==> src/rtl/svetofor_pkg.sv <==
// Shared codes, default register addresses and FSM state type for the
// traffic-light APB poller.
package svetofor_pkg;

  localparam logic [1:0] RED    = 2'b00;
  localparam logic [1:0] YELLOW = 2'b01;
  localparam logic [1:0] GREEN  = 2'b10;

  localparam logic [2:0] LAMP_RED    = 3'b100;
  localparam logic [2:0] LAMP_YELLOW = 3'b010;
  localparam logic [2:0] LAMP_GREEN  = 3'b001;

  localparam logic [3:0] DEF_CONTROL_REG_ADDR   = 4'h0;
  localparam logic [3:0] DEF_CURRENT_STATE_ADDR = 4'h4;

  typedef enum logic [1:0] {
    IDLE   = 2'd0,
    SETUP  = 2'd1,
    ACCESS = 2'd2
  } apb_state_t;

endpackage

==> src/rtl/svetofor_apb_if.sv <==
// APB segment between the poller (master) and the traffic-light slave.
// Handshake: a transfer is offered from SETUP onward and completes on the
// first ACCESS rising edge where PREADY is high; address/data hold until then.
interface svetofor_apb_if;
  logic        PSEL;
  logic        PENABLE;
  logic        PWRITE;
  logic [31:0] PADDR;
  logic [31:0] PWDATA;
  logic [31:0] PRDATA;
  logic        PREADY;

  modport master (
    output PSEL, PENABLE, PWRITE, PADDR, PWDATA,
    input  PRDATA, PREADY
  );

  modport slave (
    input  PSEL, PENABLE, PWRITE, PADDR, PWDATA,
    output PRDATA, PREADY
  );
endinterface

==> src/rtl/svetofor_lamp_decoder.sv <==
// Maps a 2-bit direction code to one-hot {R,Y,G} lamps; the unused code
// 2'b11 shows red and raises the fault bit.
module svetofor_lamp_decoder
  import svetofor_pkg::*;
(
  input  logic [1:0] code,
  output logic [2:0] lamp,
  output logic       fault
);

  always_comb begin
    lamp  = LAMP_RED;
    fault = 1'b0;
    case (code)
      RED:     lamp = LAMP_RED;
      YELLOW:  lamp = LAMP_YELLOW;
      GREEN:   lamp = LAMP_GREEN;
      default: fault = 1'b1;
    endcase
  end

endmodule

==> src/rtl/svetofor_apb_poller.sv <==
// APB master that periodically reads the traffic-light state register into
// lamp drives and turns skip requests into control-register writes.
module svetofor_apb_poller
  import svetofor_pkg::*;
#(
  parameter logic [3:0] CONTROL_REG_ADDR   = DEF_CONTROL_REG_ADDR,
  parameter logic [3:0] CURRENT_STATE_ADDR = DEF_CURRENT_STATE_ADDR,
  parameter int         POLL_PERIOD        = 8,
  parameter int         TIMEOUT            = 16
) (
  input  logic                  PCLK,
  input  logic                  PRESETn,
  svetofor_apb_if.master        apb,
  input  logic                  skip_req,
  output logic [2:0]            lamp1,
  output logic [2:0]            lamp2,
  output logic                  state_fault,
  output logic                  err_timeout,
  output logic                  busy,
  output apb_state_t            fsm_state
);

  localparam logic [7:0] POLL_LAST    = 8'(POLL_PERIOD - 1);
  localparam logic [7:0] TIMEOUT_LAST = 8'(TIMEOUT - 1);

  apb_state_t state, state_n;
  logic [7:0] poll_cnt, poll_cnt_n;
  logic [7:0] acc_cnt, acc_cnt_n;
  logic       skip_pend, skip_pend_n;
  logic       cur_write, cur_write_n;
  logic       poll_due, want_write, xfer_done, xfer_abort;
  logic [2:0] dec1, dec2;
  logic       fault1, fault2;
  logic       unused_rdata;

  assign unused_rdata = ^apb.PRDATA[31:4];

  svetofor_lamp_decoder u_dec1 (.code(apb.PRDATA[3:2]), .lamp(dec1), .fault(fault1));
  svetofor_lamp_decoder u_dec2 (.code(apb.PRDATA[1:0]), .lamp(dec2), .fault(fault2));

  always_comb begin
    state_n     = state;
    poll_cnt_n  = poll_cnt;
    acc_cnt_n   = acc_cnt;
    cur_write_n = cur_write;
    poll_due    = (poll_cnt == POLL_LAST);
    // A request arriving this cycle already outranks a poll falling due now.
    want_write  = skip_pend | skip_req;
    xfer_done   = (state == ACCESS) && apb.PREADY;
    xfer_abort  = (state == ACCESS) && !apb.PREADY && (acc_cnt == TIMEOUT_LAST);
    case (state)
      IDLE: begin
        if (want_write) begin
          state_n     = SETUP;
          cur_write_n = 1'b1;
          if (!poll_due) poll_cnt_n = poll_cnt + 8'd1;
        end else if (poll_due) begin
          state_n     = SETUP;
          cur_write_n = 1'b0;
          poll_cnt_n  = 8'd0;
        end else begin
          poll_cnt_n = poll_cnt + 8'd1;
        end
      end
      SETUP: begin
        state_n   = ACCESS;
        acc_cnt_n = 8'd0;
      end
      ACCESS: begin
        if (xfer_done || xfer_abort) state_n = IDLE;
        else acc_cnt_n = acc_cnt + 8'd1;
      end
      default: state_n = IDLE;
    endcase
    skip_pend_n = skip_req | (skip_pend & ~(xfer_done & cur_write));
  end

  always_ff @(posedge PCLK or negedge PRESETn) begin
    if (!PRESETn) begin
      state       <= IDLE;
      poll_cnt    <= 8'd0;
      acc_cnt     <= 8'd0;
      skip_pend   <= 1'b0;
      cur_write   <= 1'b0;
      lamp1       <= LAMP_RED;
      lamp2       <= LAMP_RED;
      state_fault <= 1'b0;
      err_timeout <= 1'b0;
    end else begin
      state       <= state_n;
      poll_cnt    <= poll_cnt_n;
      acc_cnt     <= acc_cnt_n;
      skip_pend   <= skip_pend_n;
      cur_write   <= cur_write_n;
      err_timeout <= xfer_abort;
      if (xfer_done && !cur_write) begin
        lamp1       <= dec1;
        lamp2       <= dec2;
        state_fault <= fault1 | fault2;
      end
    end
  end

  // Bus outputs decode straight from registered state, so reset drops them at once.
  always_comb begin
    apb.PSEL    = (state != IDLE);
    apb.PENABLE = (state == ACCESS);
    apb.PWRITE  = (state != IDLE) && cur_write;
    apb.PADDR   = 32'd0;
    apb.PWDATA  = 32'd0;
    if (state != IDLE) begin
      apb.PADDR  = {28'd0, (cur_write ? CONTROL_REG_ADDR : CURRENT_STATE_ADDR)};
      apb.PWDATA = cur_write ? 32'd1 : 32'd0;
    end
  end

  assign busy      = (state != IDLE);
  assign fsm_state = state;

endmodule

==> src/flat_wrapper.sv <==
// flat-port wrapper written by rule: the top's interface ports become plain ports
module svetofor_apb_poller_flat import svetofor_pkg::*;
#(
  parameter logic [3:0] CONTROL_REG_ADDR   = DEF_CONTROL_REG_ADDR,
  parameter logic [3:0] CURRENT_STATE_ADDR = DEF_CURRENT_STATE_ADDR,
  parameter int         POLL_PERIOD        = 8,
  parameter int         TIMEOUT            = 16
)
  (PCLK, PRESETn, skip_req, lamp1, lamp2, state_fault, err_timeout, busy, fsm_state, apb_PSEL, apb_PENABLE, apb_PWRITE, apb_PADDR, apb_PWDATA, apb_PRDATA, apb_PREADY);
  svetofor_apb_if apb_i ();
  input  logic PCLK;
  input  logic PRESETn;
  input  logic skip_req;
  output logic [2:0] lamp1;
  output logic [2:0] lamp2;
  output logic state_fault;
  output logic err_timeout;
  output logic busy;
  output apb_state_t fsm_state;
  output wire logic [$bits(apb_i.PSEL)-1:0] apb_PSEL;
  output wire logic [$bits(apb_i.PENABLE)-1:0] apb_PENABLE;
  output wire logic [$bits(apb_i.PWRITE)-1:0] apb_PWRITE;
  output wire logic [$bits(apb_i.PADDR)-1:0] apb_PADDR;
  output wire logic [$bits(apb_i.PWDATA)-1:0] apb_PWDATA;
  input wire logic [$bits(apb_i.PRDATA)-1:0] apb_PRDATA;
  input wire logic [$bits(apb_i.PREADY)-1:0] apb_PREADY;
  assign apb_PSEL = apb_i.PSEL;
  assign apb_PENABLE = apb_i.PENABLE;
  assign apb_PWRITE = apb_i.PWRITE;
  assign apb_PADDR = apb_i.PADDR;
  assign apb_PWDATA = apb_i.PWDATA;
  assign apb_i.PRDATA = apb_PRDATA;
  assign apb_i.PREADY = apb_PREADY;
  svetofor_apb_poller #(.CONTROL_REG_ADDR(CONTROL_REG_ADDR), .CURRENT_STATE_ADDR(CURRENT_STATE_ADDR), .POLL_PERIOD(POLL_PERIOD), .TIMEOUT(TIMEOUT)) u_core (.PCLK(PCLK), .PRESETn(PRESETn), .apb(apb_i), .skip_req(skip_req), .lamp1(lamp1), .lamp2(lamp2), .state_fault(state_fault), .err_timeout(err_timeout), .busy(busy), .fsm_state(fsm_state));
endmodule
==> config.mk <==
export PLATFORM = sky130hd
export DESIGN_NAME = svetofor_apb_poller_flat
export DESIGN_NICKNAME = d
export VERILOG_FILES = /design/src/rtl/svetofor_pkg.sv /design/src/rtl/svetofor_apb_if.sv /design/src/rtl/svetofor_lamp_decoder.sv /design/src/rtl/svetofor_apb_poller.sv /design/src/flat_wrapper.sv
export SDC_FILE = /design/constraint.sdc
export NUM_CORES = 1
export LEC_CHECK = 0
export ABC_CLOCK_PERIOD_IN_PS = 4600
export BUFFER_PORTS_ARGS = -buffer_cell sky130_fd_sc_hd__buf_4
export CAP_MARGIN = 20
export CORE_UTILIZATION = 47
export DETAILED_ROUTE_END_ITERATION = 8
export HOLD_SLACK_MARGIN = 0.03
export PLACE_DENSITY_LB_ADDON = 0.25
export RECOVER_POWER = 50
export SLEW_MARGIN = 20
export SYNTH_ARGS = -nofsm -noshare
export SYNTH_HDL_FRONTEND = slang
export SYNTH_HIERARCHICAL = 1
export SYNTH_SLANG_ARGS = --single-unit
==> constraint.sdc <==
create_clock -name PCLK -period 4.6 [get_ports PCLK]
set_input_delay 0.23 -clock PCLK [delete_from_list [all_inputs] [get_ports PCLK]]
set_output_delay 0.23 -clock PCLK [all_outputs]
set_load 0.01 [all_outputs]
==> flow_summary.ini, run 1 <==
[clocking]
root_buffer = clkbuf_8
cts_made_buffers = 3
cts_sinks = 28
cts_tree = built
clockBufferDepth = 2
htree_num_levels = 1
clock_latency_ns = 0.27
cts.repair.resized = 0
cts_setup_buffers = 0
path_clk_slew_ns = 0.09

[detailed_routing]
wl_um = 2870
dr.pass1.iters = 4
drt_iter0_markers = 27
drcViolationCount = 0
via_per_inst = 4.66
drtAntennaViolNets = 0
wire_per_inst_um = 10.7
vias = 1245

[die]
io_pins = 114
start_util = 0.507
die_area_mm2 = 0.00433
core_mm2 = 0.00377
core.rowCount = 22
die_h_um = 65.8
die_w_um = 65.8

[power_and_ir_drop]
p_comb_frac = 0.394
clockPowerShare = 0.195
p_int_uw = 625
p_leak_uw = 0.000960
peakVddDrop_v = 0.000394
swShare = 0.370
p_switching_uw = 367
powerDensity_mw_per_mm2 = 512
p_seq_frac = 0.411

[logic_synthesis]
synth_async_sr_flop_share = 1.00
synth_seq_cells = 28
syn_area_mm2 = 0.00191
synth_edf_count = 0
syn-instance-count = 196
ys_warn_count = 6
syn_area_per_cell_um2 = 9.76
ys.flop_type = dfrtp_1
ys_types = 41
ys_seq_area_frac = 0.368

[sta]
setup-violations-final = 0
worst_slew_pin_slew_ns = 1.46
whs_ns = 0.139
finalMaxSlewViolations = 0
max_slew_margin = 0.0293
finalCritPeriodShare = 0.439
hold_violations = 0
period_needed_ns = 2.02
tns_ns = 0
finalClockSkew_ns = 0.00217
rsz0062_at_grt = false
fmax_mhz = 496

[global_routing]
overflow = 0
grt_pass1_vias = 1020
grt_usage = 0.142
grt_max_degree = 29
grt_pass1_wl_um = 4740
grt_antenna_before_repair = 0

[placement]
io_buffers = 23
placed_cells = 262
dpl.hpwl_um = 2190
place_area_mm2 = 0.00188
gp_congestion = 0.754

[critical_path]
worstPathCellList = nor2_1 -> inv_1 -> and2_1 -> buf_4
crit_arrival_ns = 1.79
critPathTopFamily = simple AND/OR/NAND/NOR gates
startpoint_type = flip-flop
crit_fanout = 9
slowest_stage = dfrtp_1
cp_num_buf_inv = 2
max_stage_delay_ns = 0.48
cp-end-kind = primary output
cp.required_ns = 4.37
crit_type = flip-flop to primary output

[min_path]
worstHoldPathType = input port to flip-flop

[layout]
n_antenna_cell = 0
layout_commonest_cell = conb_1
fin_nets = 264
drive_above_1_share = 0.142
layout_common_cells = conb_1 (62), dfrtp_1 (26), buf_4 (17)
postLayoutCellArea_mm2 = 0.00194
instances_no_fill = 267
area_growth_pct = 1.31
n_fill_cell = 369

[run]
cap_viol_max_count = 0

[status]
outcome = finished clean
## flip-flops by register name (all words and copies together) (netlist names)
signal and flops:
u_core/err_timeout 1, u_core/lamp2 3, u_core/acc_cnt 8, u_core/fsm_state 2, u_core/poll_cnt 8, u_core/skip_pend 1, u_core/lamp1 3, u_core/state_fault 1
u_core/cur_write 1
## stage by stage
step	total power [µW]	util	worst slack, ns
6_report	992	0.514	2.58
5_1_grt	1070	0.514	2.45
4_1_cts	1020	0.521	2.57
3_5_place_dp	823	0.499	2.83
3_3_place_gp	815	0.499	2.83
2_1_floorplan	709	-	2.93
## path summary, 6_finish.rpt
| check | start | to | slack (ns) | cells past startpoint |
|---|---|---|---|---|
| hold / removal | skip_req | u_core/skip_pend$_DFF_PN0_ | 0.14 | 2 |
| setup / recovery | u_core/fsm_state[0]$_DFFE_PN0P_ | apb_PWDATA[0] | 2.58 | 4 |
| min in group asynchronous | PRESETn | u_core/acc_cnt[5]$_DFFE_PN0P_ | 0.82 | 2 |
| max in group asynchronous | PRESETn | u_core/poll_cnt[3]$_DFFE_PN0P_ | 2.93 | 2 |
| hold reg to reg | u_core/skip_pend$_DFF_PN0_ | u_core/skip_pend$_DFF_PN0_ | 0.48 | 1 |
| setup reg to reg | u_core/fsm_state[0]$_DFFE_PN0P_ | u_core/acc_cnt[7]$_DFFE_PN0P_ | 2.80 | 3 |
## per-layer routing
metal  share of wire  vias up  track usage
li1                -      597            -
met1            0.48      585        0.208
met2            0.42       58        0.202
met3           0.087        5       0.0397
met4           0.011        0       0.0408
met5               0        -            0
## cell usage after synthesis, types with 2 or more instances
master	instances	area [µm²]
buf_4	64	480
dfrtp_1	26	651
a21oi_1	9	45.0
ha_1	8	100
nand3_1	8	40.0
inv_1	7	26.3
mux2_2	7	78.8
nand2_1	6	22.5
nor2_1	6	22.5
o31ai_1	5	37.5
or4_1	5	37.5
nor3_1	4	20.0
xnor2_1	4	35.0
nand4_1	3	18.8
clkbuf_1	2	7.51
dfstp_2	2	52.6
mux2i_1	2	20.0
nand2b_1	2	12.5
nor2b_1	2	12.5
nor4bb_1	2	20.0
o21ai_0	2	10.0
## cell type report
class / instances / area (µm²) / share of cell area
Multi-Input combinational cell: 155 / 913 / 0.471
Sequential cell: 28 / 703 / 0.363
Timing Repair Buffer: 25 / 164 / 0.0846
Tap cell: 48 / 60.1 / 0.0310
Clock buffer: 3 / 41.3 / 0.0213
Clock inverter: 1 / 30.0 / 0.0155
Inverter: 7 / 26.3 / 0.0136
## cell families (layout without fill, tap and decap cells)
group	Yosys count	after routing	share of synthesized area
multiplexers	9	9	0.0517
AO/OA/AOI/OAI	26	26	0.0903
XOR/XNOR	4	4	0.0183
buffers and inverters	74	36	0.275
other	1	62	0.00196
adder cells (fa/ha/maj)	8	8	0.0523
AND/OR/NAND/NOR	46	46	0.143
flip-flops	28	28	0.368
## power by group through the flow
| stage | registers (µW) | logic (µW) | clock network (µW) |
|---|---|---|---|
| finish | 407 | 391 | 194 |
| global route | 421 | 438 | 207 |
| CTS | 409 | 412 | 201 |
| detailed placement | 413 | 410 | 0 |
| global placement | 411 | 404 | 0 |
| floorplan | 406 | 303 | 0 |
## what timing repair did
| action | in CTS | in global routing |
|---|---|---|
| hold buffers | 1 | 0 |
| endpoints found under the hold margin | 26 | 0 |
| setup endpoints to repair | 0 | 0 |
Note: power is estimated with default switching activity, not from simulation.
==> run 2, diff against run 1 <==
--- a/config.mk
+++ b/config.mk
@@ -5,10 +5,11 @@
 export SDC_FILE = /design/constraint.sdc
 export NUM_CORES = 1
 export LEC_CHECK = 0
-export ABC_CLOCK_PERIOD_IN_PS = 4600
+export ABC_AREA = 1
+export ABC_CLOCK_PERIOD_IN_PS = 1700
 export BUFFER_PORTS_ARGS = -buffer_cell sky130_fd_sc_hd__buf_4
 export CAP_MARGIN = 20
-export CORE_UTILIZATION = 47
+export CORE_UTILIZATION = 40
 export DETAILED_ROUTE_END_ITERATION = 8
 export HOLD_SLACK_MARGIN = 0.03
 export PLACE_DENSITY_LB_ADDON = 0.25
==> constraint.sdc (replaced) <==
create_clock -name PCLK -period 1.7 [get_ports PCLK]
set_input_delay 0.085 -clock PCLK [delete_from_list [all_inputs] [get_ports PCLK]]
set_output_delay 0.085 -clock PCLK [all_outputs]
set_load 0.01 [all_outputs]
==> flow_summary.ini, run 2 <==
[layout]
layout_commonest_cell = nand2_1
fin_nets = 343
n_antenna_cell = 0
reg_top3 = u_core/acc_cnt (8), u_core/poll_cnt (8)
area_growth_pct = 3.15
layout_common_cells = nand2_1 (65), conb_1 (62), inv_1 (27)
drive_above_1_share = 0.101
final_core_util = 0.437

[sta]
hold_violations = 0
max_slew_margin = 0.545
setup-violations-final = 0
period_needed_ns = 1.50
tns_ns = 0
finalMaxSlewViolations = 0
worst_slew_pin_slew_ns = 0.683
fmax_mhz = 667
rsz0062_at_grt = false
finalClockSkew_ns = 0.000886
finalCritPeriodShare = 0.881

[logic_synthesis]
synth_edf_count = 0
synth_common_cells = buf_4 (65), nand2_1 (65), inv_1 (27)
ys_types = 21
synth_seq_cells = 28
syn_area_per_cell_um2 = 7.48
syn_area_mm2 = 0.00203
synth_top_area_frac = 0.321
ys_seq_area_frac = 0.347
synth_async_sr_flop_share = 1.00
synth_area_leader_cell = dfrtp_1
syn-instance-count = 271
ys.flop_type = dfrtp_1
synth.area.top_cells = dfrtp_1 (32%), buf_4 (24%), nand2_1 (12%)
ys_warn_count = 6

[power_and_ir_drop]
p_switching_uw = 1040
p_leak_uw = 0.00118
p_comb_frac = 0.440
clockPowerShare = 0.160
p_seq_frac = 0.400
p_int_uw = 1500
swShare = 0.409
powerDensity_mw_per_mm2 = 1220
peakVddDrop_v = 0.000450

[detailed_routing]
drcViolationCount = 0
wire_per_inst_um = 8.72
via_per_inst = 4.06
drtAntennaViolNets = 0
vias = 1481
wl_um = 3180
dr.pass1.iters = 4
drt_iter0_markers = 43

[clocking]
clock_latency_ns = 0.27
htree_num_levels = 1
cts_tree = built
clockBufferDepth = 2
cts_sinks = 28
path_clk_slew_ns = 0.09
cts_made_buffers = 3
root_buffer = clkbuf_8

[critical_path]
r2r_setup_slack_ns = 0.20
crit_arrival_ns = 1.67
worstPathCellList = ha_1 -> nand3_1 -> o21ai_2 -> nand2_1 -> nand2_1 -> nand2_1
reg2reg_depth = 6
slowest_stage = dfrtp_1
cp_common_cell = nand2_1
critPathTopFamily = simple AND/OR/NAND/NOR gates
crit_fanout = 6
startpoint_type = flip-flop
max_stage_delay_ns = 0.42
worstReg2RegStart = u_core/acc_cnt[0]$_DFFE_PN0P_
crit_type = flip-flop to flip-flop
cp_num_buf_inv = 0
reg2reg_to = u_core/acc_cnt[5]$_DFFE_PN0P_
cp.required_ns = 1.87
cp-end-kind = flip-flop

[die]
die_h_um = 73.2
start_util = 0.424
die_area_mm2 = 0.00536
die_w_um = 73.2
core_mm2 = 0.00479
core.rowCount = 25
io_pins = 114

[placement]
io_buffers = 23
gp_congestion = 0.802
dpl.hpwl_um = 2440

[run]
cap_viol_max_count = 0

[min_path]
whs_path_depth = 3
hp-start = skip_req
worstHoldPathType = input port to flip-flop
holdPathEnd = u_core/cur_write$_DFFE_PN0P_

[global_routing]
grt_max_degree = 29
grt_pass1_wl_um = 5540
grt_pass1_vias = 1250
overflow = 0
grt_antenna_before_repair = 0
grt_usage = 0.132

[status]
outcome = finished clean
[run 2: timing repair]
| item | in CTS | in global routing |
|---|---|---|
| endpoints found under the hold margin | 29 | 0 |
| resized for setup | 0 | 1 |
| endpoints found under the setup margin | 0 | 5 |
| buffers inserted | 0 | 0 |
| hold buffers | 2 | 0 |
[run 2: per-layer routing]
layer | global-route usage | part of all wire
met5 | 0 | 0
met4 | 0.0566 | 0.016
met3 | 0.0193 | 0.069
met2 | 0.203 | 0.42
met1 | 0.186 | 0.49
[run 2: worst max-delay path by stage]
stage	startpoint	end	depth (start not counted)
4_1_cts	u_core/acc_cnt[0]$_DFFE_PN0P_	u_core/acc_cnt[3]$_DFFE_PN0P_	6
3_3_place_gp	u_core/acc_cnt[0]$_DFFE_PN0P_	u_core/acc_cnt[3]$_DFFE_PN0P_	6
2_1_floorplan	u_core/fsm_state[0]$_DFFE_PN0P_	u_core/acc_cnt[4]$_DFFE_PN0P_	7
6_report	u_core/acc_cnt[0]$_DFFE_PN0P_	u_core/acc_cnt[5]$_DFFE_PN0P_	6
5_1_grt	u_core/acc_cnt[0]$_DFFE_PN0P_	u_core/acc_cnt[5]$_DFFE_PN0P_	6
3_5_place_dp	u_core/acc_cnt[0]$_DFFE_PN0P_	u_core/acc_cnt[3]$_DFFE_PN0P_	6
[run 2: area by class of cell]
cell class / instances / area, µm²
tap: 67 / 83.8
fill: 533 / 2690
multi-input combinational: 210 / 958
inverter: 27 / 101
timing repair buffer: 29 / 190
sequential: 28 / 703
clock buffer: 4 / 55.1
[run 2: through the flow]
stage	cell area, µm²	power [µW]	std cells	setup slack [ns]	hold slack, ns
final	2090	2540	365	0.202	0.101
after global routing	2090	2800	365	0.0590	0.0967
after floorplan	2260	1870	332	0.422	-0.211
after detailed placement	2050	2210	359	0.135	0.0300
after CTS	2120	2640	365	0.108	0.0873
after global placement	2050	2200	359	0.168	0.0273
[run 2: cell families (layout without fill, tap and decap cells)]
group                      Yosys count  in the layout  share of synthesized area
and+or+nand+nor                    121            121                      0.251
xor gates and xnor gates             3              3                     0.0130
adders and majority gates            8              8                     0.0494
buffers and inverters               94             60                      0.295
other                                1             62                    0.00185
DFF                                 28             28                      0.347
AOI/OAI and AO/OA                   16             16                     0.0426
[run 2: tightest hold or removal path: stages]
cell and delay, ns:
buf_4 0.10, o21ai_0 0.08, o21ai_0 0.07
[run 2: power by group through the flow]
stage                     combinational, µW  sequential, µW  clock [µW]
after floorplan                         817            1050           0
after global placement                 1170            1030           0
after detailed placement               1180            1030           0
after CTS                              1190            1020         432
after global routing                   1290            1050         461
final                                  1120            1020         408
